### src/rtl/uart_pkg.sv
// Shared types and constants for the UART receive path.
package uart_pkg;

  localparam int UART_WORD_W     = 9;
  localparam int UART_DATA_W     = 8;
  localparam int UART_OVERSAMPLE = 16;

  typedef enum logic [1:0] {
    DISABLED  = 2'd0,
    WAIT_IDLE = 2'd1,
    RUN       = 2'd2
  } rx_ctrl_state_e;

  typedef struct packed {
    logic                   perr;
    logic [UART_DATA_W-1:0] data;
  } rx_entry_t;

  // Bit 8 of the word is the parity bit, so XOR over all nine bits is 0 on a good word.
  function automatic logic parity_err(input logic [UART_WORD_W-1:0] word,
                                      input logic                   check_en,
                                      input logic                   odd);
    return check_en & ((^word) ^ odd);
  endfunction

endpackage

### src/rtl/uart_rx_fifo.sv
// Small first-word-fallthrough FIFO; head entry is visible on rdata_o whenever not empty.
module uart_rx_fifo #(
  parameter int  DEPTH   = 4,
  parameter type entry_t = logic [8:0],
  localparam int AW      = $clog2(DEPTH)
) (
  input  logic          clk_i,
  input  logic          rst_ni,
  input  logic          push_i,
  input  entry_t        wdata_i,
  input  logic          pop_i,
  output logic          full_o,
  output logic          empty_o,
  output entry_t        rdata_o,
  output logic [AW:0]   level_o
);

  entry_t        mem_q [DEPTH];
  logic [AW-1:0] wr_ptr_q, rd_ptr_q;
  logic [AW:0]   level_q;
  logic          push_ok, pop_ok;

  assign empty_o = (level_q == '0);
  assign full_o  = (level_q == (AW+1)'(DEPTH));
  assign level_o = level_q;

  assign pop_ok  = pop_i & ~empty_o;
  // A full FIFO still takes a word when the head leaves in the same cycle.
  assign push_ok = push_i & (~full_o | pop_ok);

  assign rdata_o = empty_o ? '0 : mem_q[rd_ptr_q];

  always_ff @(posedge clk_i or negedge rst_ni) begin
    if (!rst_ni) begin
      for (int i = 0; i < DEPTH; i++) mem_q[i] <= '0;
      wr_ptr_q <= '0;
      rd_ptr_q <= '0;
      level_q  <= '0;
    end else begin
      if (push_ok) begin
        mem_q[wr_ptr_q] <= wdata_i;
        wr_ptr_q        <= wr_ptr_q + 1'b1;
      end
      if (pop_ok) rd_ptr_q <= rd_ptr_q + 1'b1;
      level_q <= level_q + {{AW{1'b0}}, push_ok} - {{AW{1'b0}}, pop_ok};
    end
  end

endmodule

### src/rtl/uart_rx_ctrl.sv
// Sequencer around the 9-bit UART receiver core: baud tick, pin sync, idle/break
// gating and a word FIFO presented as a valid/ready stream.
module uart_rx_ctrl
  import uart_pkg::*;
#(
  parameter int  CLK_DIV     = 27,
  parameter int  FIFO_DEPTH  = 4,
  parameter bit  PARITY_EN   = 1'b1,
  parameter bit  PARITY_ODD  = 1'b0,
  parameter int  BREAK_TICKS = 160,
  localparam int LVL_W       = $clog2(FIFO_DEPTH) + 1
) (
  input  logic                   clk_i,
  input  logic                   resetn_i,
  input  logic                   en_i,
  input  logic                   rx_pin_i,
  output logic                   core_rx_o,
  output logic                   b_tick_o,
  input  logic                   core_done_i,
  input  logic [UART_WORD_W-1:0] core_dout_i,
  output logic                   m_valid_o,
  input  logic                   m_ready_i,
  output logic [UART_DATA_W-1:0] m_data_o,
  output logic                   m_perr_o,
  output logic                   overrun_o,
  input  logic                   clr_overrun_i,
  output logic                   break_det_o,
  output logic [LVL_W-1:0]       fifo_level_o
);

  localparam int CNT_W  = $clog2(CLK_DIV);
  localparam int IDLE_W = $clog2(UART_OVERSAMPLE);
  localparam int LOW_W  = $clog2(BREAK_TICKS + 1);
  localparam logic [CNT_W-1:0]  BAUD_LAST = CNT_W'(CLK_DIV - 1);
  localparam logic [IDLE_W-1:0] IDLE_LAST = IDLE_W'(UART_OVERSAMPLE - 1);
  localparam logic [LOW_W-1:0]  LOW_LAST  = LOW_W'(BREAK_TICKS - 1);

  logic [CNT_W-1:0]  cnt_q, cnt_d;
  logic              b_tick_q, b_tick_d;
  logic [1:0]        sync_q;
  logic              rx_s;
  rx_ctrl_state_e    state_q, state_d;
  logic [IDLE_W-1:0] idle_q, idle_d;
  logic [LOW_W-1:0]  low_q, low_d;
  logic              brk_q, brk_d;
  logic              overrun_q, overrun_d;
  logic              capture_en;
  logic              push, pop, full, empty;
  rx_entry_t         wentry, rentry;

  // b_tick is registered but asserted while the count sits at CLK_DIV-1.
  always_comb begin
    cnt_d    = '0;
    b_tick_d = 1'b0;
    if (en_i) begin
      cnt_d    = (cnt_q == BAUD_LAST) ? '0 : cnt_q + 1'b1;
      b_tick_d = (cnt_d == BAUD_LAST);
    end
  end

  assign rx_s = sync_q[1];

  always_ff @(posedge clk_i or negedge resetn_i) begin
    if (!resetn_i) begin
      cnt_q     <= '0;
      b_tick_q  <= 1'b0;
      sync_q    <= 2'b11;
      overrun_q <= 1'b0;
    end else begin
      cnt_q     <= cnt_d;
      b_tick_q  <= b_tick_d;
      sync_q    <= {sync_q[0], rx_pin_i};
      overrun_q <= overrun_d;
    end
  end

  always_ff @(posedge clk_i or negedge resetn_i) begin
    if (!resetn_i) begin
      state_q <= DISABLED;
      idle_q  <= '0;
      low_q   <= '0;
      brk_q   <= 1'b0;
    end else begin
      state_q <= state_d;
      idle_q  <= idle_d;
      low_q   <= low_d;
      brk_q   <= brk_d;
    end
  end

  always_comb begin
    state_d = state_q;
    idle_d  = idle_q;
    low_d   = low_q;
    brk_d   = 1'b0;
    if (!en_i) begin
      state_d = DISABLED;
      idle_d  = '0;
      low_d   = '0;
    end else begin
      unique case (state_q)
        DISABLED: begin
          state_d = WAIT_IDLE;
          idle_d  = '0;
        end
        WAIT_IDLE: if (b_tick_q) begin
          if (!rx_s) begin
            idle_d = '0;
          end else if (idle_q == IDLE_LAST) begin
            state_d = RUN;
            idle_d  = '0;
            low_d   = '0;
          end else begin
            idle_d = idle_q + 1'b1;
          end
        end
        RUN: if (b_tick_q) begin
          if (rx_s) begin
            low_d = '0;
          end else if (low_q == LOW_LAST) begin
            state_d = WAIT_IDLE;
            low_d   = '0;
            idle_d  = '0;
            brk_d   = 1'b1;
          end else begin
            low_d = low_q + 1'b1;
          end
        end
        default: state_d = DISABLED;
      endcase
    end
  end

  // Outside RUN the core sees an idle line so it falls back to waiting for a start bit.
  always_comb begin
    core_rx_o  = 1'b1;
    capture_en = 1'b0;
    if (state_q == RUN) begin
      core_rx_o  = rx_s;
      capture_en = 1'b1;
    end
  end

  assign push        = core_done_i & capture_en;
  assign pop         = m_ready_i & ~empty;
  assign wentry.perr = parity_err(core_dout_i, PARITY_EN, PARITY_ODD);
  assign wentry.data = core_dout_i[UART_DATA_W-1:0];

  always_comb begin
    overrun_d = overrun_q;
    if (push & full & ~pop) overrun_d = 1'b1;
    else if (clr_overrun_i) overrun_d = 1'b0;
  end

  uart_rx_fifo #(
    .DEPTH   (FIFO_DEPTH),
    .entry_t (rx_entry_t)
  ) u_fifo (
    .clk_i   (clk_i),
    .rst_ni  (resetn_i),
    .push_i  (push),
    .wdata_i (wentry),
    .pop_i   (pop),
    .full_o  (full),
    .empty_o (empty),
    .rdata_o (rentry),
    .level_o (fifo_level_o)
  );

  assign m_valid_o   = ~empty;
  assign m_data_o    = rentry.data;
  assign m_perr_o    = rentry.perr;
  assign overrun_o   = overrun_q;
  assign b_tick_o    = b_tick_q;
  assign break_det_o = brk_q;

endmodule
### config.mk
export PLATFORM = sky130hd
export DESIGN_NAME = uart_rx_ctrl
export DESIGN_NICKNAME = d
export VERILOG_FILES = /design/src/rtl/uart_pkg.sv /design/src/rtl/uart_rx_fifo.sv /design/src/rtl/uart_rx_ctrl.sv
export SDC_FILE = /design/constraint.sdc
export NUM_CORES = 1
export LEC_CHECK = 0
export BUFFER_PORTS_ARGS = -buffer_cell sky130_fd_sc_hd__buf_4
export CORE_MARGIN = 10
export CORE_UTILIZATION = 50
export DETAILED_ROUTE_END_ITERATION = 10
export GPL_TIMING_DRIVEN = 0
export PLACE_DENSITY = 0.67
export SYNTH_ARGS = -nofsm -noshare
export SYNTH_HDL_FRONTEND = slang
export SYNTH_SLANG_ARGS = --single-unit
### constraint.sdc
create_clock -name clk_i -period 2.48 [get_ports clk_i]
set_clock_uncertainty 0.1 [all_clocks]
set_input_delay 0.248 -clock clk_i [delete_from_list [all_inputs] [get_ports clk_i]]
set_output_delay 0.248 -clock clk_i [all_outputs]
set_load 0.02 [all_outputs]
Word level (Yosys, flattened, before mapping). Index checks and enable logic that the tools add are counted.

$add $sub $neg: 7. Order comparisons: 3. Equality and inequality tests: 15. Muxes and demuxes: 43. Bitwise logic cells: 12. Reduce and logical (&&, ||, !) cells: 8.

Operators by type and width (number): $mux 8 (7); $bwmux 36 (1); $mux 9 (4); $mux 4 (7); $bmux 9 s2 (1); $demux 9 s2 (1); $ne 3x3->1 const B (6); $pmux 8 s2 (1); $mux 2 (7); $pmux 4 s3 (1); $eq 5x5->1 const B (2); $mux 1 (10); $mux 5 (2); $reduce_and 5->1 (2); $reduce_xor 9->1 (1); $add 8x1->8 const B (1); $eq 8x8->1 const B (1); $and 1x1->1 (6); $ge 3x3->1 const B (2); $not 2->3 (2); $pmux 2 s3 (1); $reduce_and 6->1 (1); $add 5x1->5 const B (1); $add 2x1->2 const B (2); other kinds (16) (18).

Register bits: 67. Input bits: 16. Logic and storage cells: 107.

Depth between registers and ports, before layout.
Depth after elaboration: 8. Gate-level depth with buffers: 7. Mapped depth without buffers: 7.

Modules after synthesis. Synthesis repeated with hierarchy kept, for this count alone.

Cell total of the unflattened synthesis: 268. Area total of the unflattened synthesis: 3387.0 sq um.

Modules (own cells, without submodules): uart_rx_fifo (times used 1, cells each 132, area an instance 2014.4 sq um, sequential area each 1076.0 sq um); uart_rx_ctrl (times used 1, cells each 136, area an instance 1372.6 sq um, sequential area each 603.1 sq um).

Worst setup path after synthesis. No wires, ideal clock.

Path type: reg-to-reg. Start point: register u_fifo.level_q[1], in the netlist u_fifo.level_o[1]. End point: register u_fifo.level_q[2], in the netlist u_fifo.level_o[2]. Data arrival time: 2.034 ns. Slack: 0.223 ns. Stages on the path, launching flop included: 8. Buffers on the path: 0. Period minus slack after synthesis: 2.257 ns. Cells stage by stage: dfrtp_1 -> or3_1 -> and2_1 -> ha_1 -> inv_1 -> ha_1 -> fa_1 -> xnor2_1.

Cells in the longest elaborated chain, start to end: 8.

RTL lines: start: declaration (RTL line uart_rx_fifo.sv:20) `logic [AW:0] level_q;`; start signal: assignment (RTL line uart_rx_fifo.sv:45) `level_q <= level_q + {{AW{1'b0}}, push_ok} - {{AW{1'b0}}, pop_ok};`; $logic_not 3->1 (*) (RTL line uart_rx_fifo.sv:23) `assign empty_o = (level_q == '0);`; $not 1->1 (*) (RTL line uart_rx_fifo.sv:27, uart_rx_ctrl.sv:145); $and 1x1->1 (RTL line uart_rx_ctrl.sv:145) `assign pop = m_ready_i & ~empty;`; $and 1x1->1 (*) (RTL line uart_rx_fifo.sv:27) `assign pop_ok = pop_i & ~empty_o;`; net u_fifo.pop_ok (RTL line uart_rx_fifo.sv:21) `logic push_ok, pop_ok;`; $or 1x1->1 (RTL line uart_rx_fifo.sv:29) `assign push_ok = push_i & (~full_o | pop_ok);`; $and 1x1->1 (RTL line uart_rx_fifo.sv:29); $add 3x1->3 (RTL line uart_rx_fifo.sv:45); $sub 3x1->3 (*) (RTL line uart_rx_fifo.sv:45).

Mark *: on every way through the listed nets, which the timed path passes. The rest lies on a longest branch. A chain may end at the register's enable or synchronous reset.

Worst setup path after layout.
Start point: register u_fifo.rd_ptr_q[0]. End point: output m_data_o[7].

Cells in the longest elaborated chain, start to end: 5.

RTL lines: start: declaration (RTL line uart_rx_fifo.sv:19) `logic [AW-1:0] wr_ptr_q, rd_ptr_q;`; start signal: assignment (RTL line uart_rx_fifo.sv:44) `if (pop_ok) rd_ptr_q <= rd_ptr_q + 1'b1;`; $not 2->3 (implied by the code) (RTL line uart_rx_fifo.sv:31) `assign rdata_o = empty_o ? '0 : mem_q[rd_ptr_q];`; $bmux 9 s2 (RTL line uart_rx_fifo.sv:31); $mux 9 (implied by the code) (2 in a row) (RTL line uart_rx_fifo.sv:31); $mux 9 (RTL line uart_rx_fifo.sv:31); end: declaration (RTL line uart_rx_ctrl.sv:23) `output logic [UART_DATA_W-1:0] m_data_o,`.

No other way between the ends. The select of a mux whose other input is x is not followed.

==> metrics.txt <==
run status finished clean; RSZ-0062 raised after global routing false; Synth Cell Area 3450 sq um; Max Freq ~440 MHz; Ant. Diodes 0; leading cell type in the layout, fill and taps excluded dfrtp_1; Avg Synthesized Cell Area 12.5 sq um; NumNets Final 346; hpwl dp 4350 um; # Post-CTS Setup Buffers 0; site row count 30; DRT iter0 DRCs 79; first-pass GRT wire length 10800 um; drt wl/cell approximately 16 um; crit path DAT 1.92 ns; Power Total 2.86 mW; pre-CTS setup slack 0.231 ns; CP endpoint m_data_o[7]; Leakage Power 1.88 nW; reg-to-reg startpoint u_fifo.level_o[1]; GRT Total Usage 0.128; Critical path origin u_fifo.rd_ptr_q[0]; Routed WL 6390 um; die width 103 um; die area 10600 sq um; Root Driver clkbuf_8; I/O pin count 33; CTS Hold Bufs 2; Post-synth ARST share 1.00; Max-Cap Viols 0; cell taking the most area after synthesis dfrtp_1; via/cell ratio around 5.4; Syn. warnings 0; Worst-path clk slew 0.07 ns; worst skew pair latency 0.35 ns; GPL Wtd Cong 0.782; buffers from clock root to sink, at most 2; PostCTS Resize Cnt 0; H-tree levels 3; fin util 0.596; post-synth cell types 53; Starting Density 0.511; number of synthesized flops with an enable pin 0; crit share post-route 0.916; Worst R2R End u_fifo.level_o[2]; power per cell area 709 nW/um^2; die boundary height 103 um; Detailed Routing Iterations Pass 1 4; post-synthesis cell count 275; Worst-Margin Slew about 0.83 ns; # DRC 0; setup_tns 0 ns; number of vias in the routed layout 2194; core footprint 6760 sq um; Tmin final about 2.3 ns; remaining global-route overflow 0; initial antenna violation count 0; most frequent cells in the layout 65 x dfrtp_1, 34 x mux2_2, 32 x buf_4; R2R cell count 7; CP Class reg2out; post-synth top area share 0.472; worst endpoint required time approximately 2.1 ns; register bit total from synthesis between 60 and 70; crit path max fanout 10; largest net degree at the start of global routing between 60 and 70; Post-DRT Antenna Nets 0; kind of end point of the critical path primary output; vias in the first global route 2305; clock sink count 67; port bufs 31; register-to-register setup slack 0.21 ns; worst setup margin 0.209 ns; Slew Limit Fails 0; Layout area overhead 16.8%; final setup fails 0; commonest register cell after synthesis dfrtp_1; number of buffers created by CTS 9; relative slew slack 0.444; layout cells sized above 1 0.340; syn_nets 302; endpoints failing hold 0; CTS tree done; largest cells by area after synthesis dfrtp_1 47%, mux2_2 11%, mux4_2 5.9%; Hold WC Path Type in2reg; maximum vdd drop 0.394 mV; CP startpoint kind flip-flop; post-synthesis sequential area ratio 0.487
metrics by stage:
stage                     hold WS, ns  cells  cell area (sq um)
final                          0.0635    404               4030
after global routing           0.0464    404               4030
after CTS                      0.0532    404               4030
after detailed placement        0.251    386               3780
after global placement          0.248    386               3780
after floorplan                -0.148    275               3450
synth_stat cells (4+ instances only):
cell type / number
xnor2_1: 9
clkbuf_1: 5
dfrtp_1: 65
o21ai_0: 10
mux4_2: 9
nand2_1: 15
mux2_2: 34
nand2_8: 4
inv_1: 19
nand3b_1: 4
xor2_1: 5
nor2_1: 10
and2_1: 10
ha_1: 10
nand3_1: 9
cell type report:
cell class | count | area, sq um
clock buffer | 9 | 124
fill | 561 | 2730
timing repair buffer | 33 | 253
inverter | 19 | 71.3
tap | 80 | 100
multi-input combinational | 180 | 1640
clock inverter | 7 | 101
buffer | 9 | 56.3
sequential | 67 | 1680
cells by family (layout without fill, tap and decap cells):
logic type | after synthesis | count (layout) | share of synthesized area
multiplexers | 48 | 48 | 0.187
flip-flops | 67 | 67 | 0.487
buffers and inverters | 28 | 77 | 0.0370
XOR/XNOR | 15 | 15 | 0.0421
adder cells (fa/ha/maj) | 11 | 11 | 0.0421
AO/OA/AOI/OAI | 30 | 30 | 0.0595
AND/OR/NAND/NOR | 76 | 76 | 0.145
sequential cells by signal (all words and copies together), names as in the netlist:
register         cells
u_fifo.mem_q        36
b_tick_o             1
break_det_o          1
overrun_o            1
idle_q               4
u_fifo.rd_ptr_q      2
cnt_q                5
sync_q               2
u_fifo.wr_ptr_q      2
low_q                8
u_fifo.level_o       3
state_q              2
per-layer routing:
metal | part of all wire | global-route usage
met1 | 0.45 | 0.152
met2 | 0.48 | 0.215
met3 | 0.049 | 0.0342
met4 | 0.018 | 0.0545
met5 | 0 | 0
report_power, final:
group | internal [mW] | switching [mW]
clock | 0.572 | 0.444
sequential | 1.16 | 0.0598
combinational | 0.285 | 0.332
total | 2.02 | 0.836
worst max-delay path: stages (launching register included):
cell,delay [ns]
dfrtp_1,0.36
buf_2,0.33
mux4_2,0.55
and2_1,0.18
buf_4,0.16
worst min path at each step:
stage	from	to	slack (ns)	cells after the start
final	core_done_i	overrun_o	0.06	2
after global routing	core_done_i	overrun_o	0.05	2
after CTS	core_done_i	overrun_o	0.05	2
after detailed placement	sync_q[0]	sync_q[1]	0.25	0
after global placement	sync_q[0]	sync_q[1]	0.25	0
after floorplan	resetn_i	b_tick_o	-0.15	0
Power figures use the tool's default switching activity.
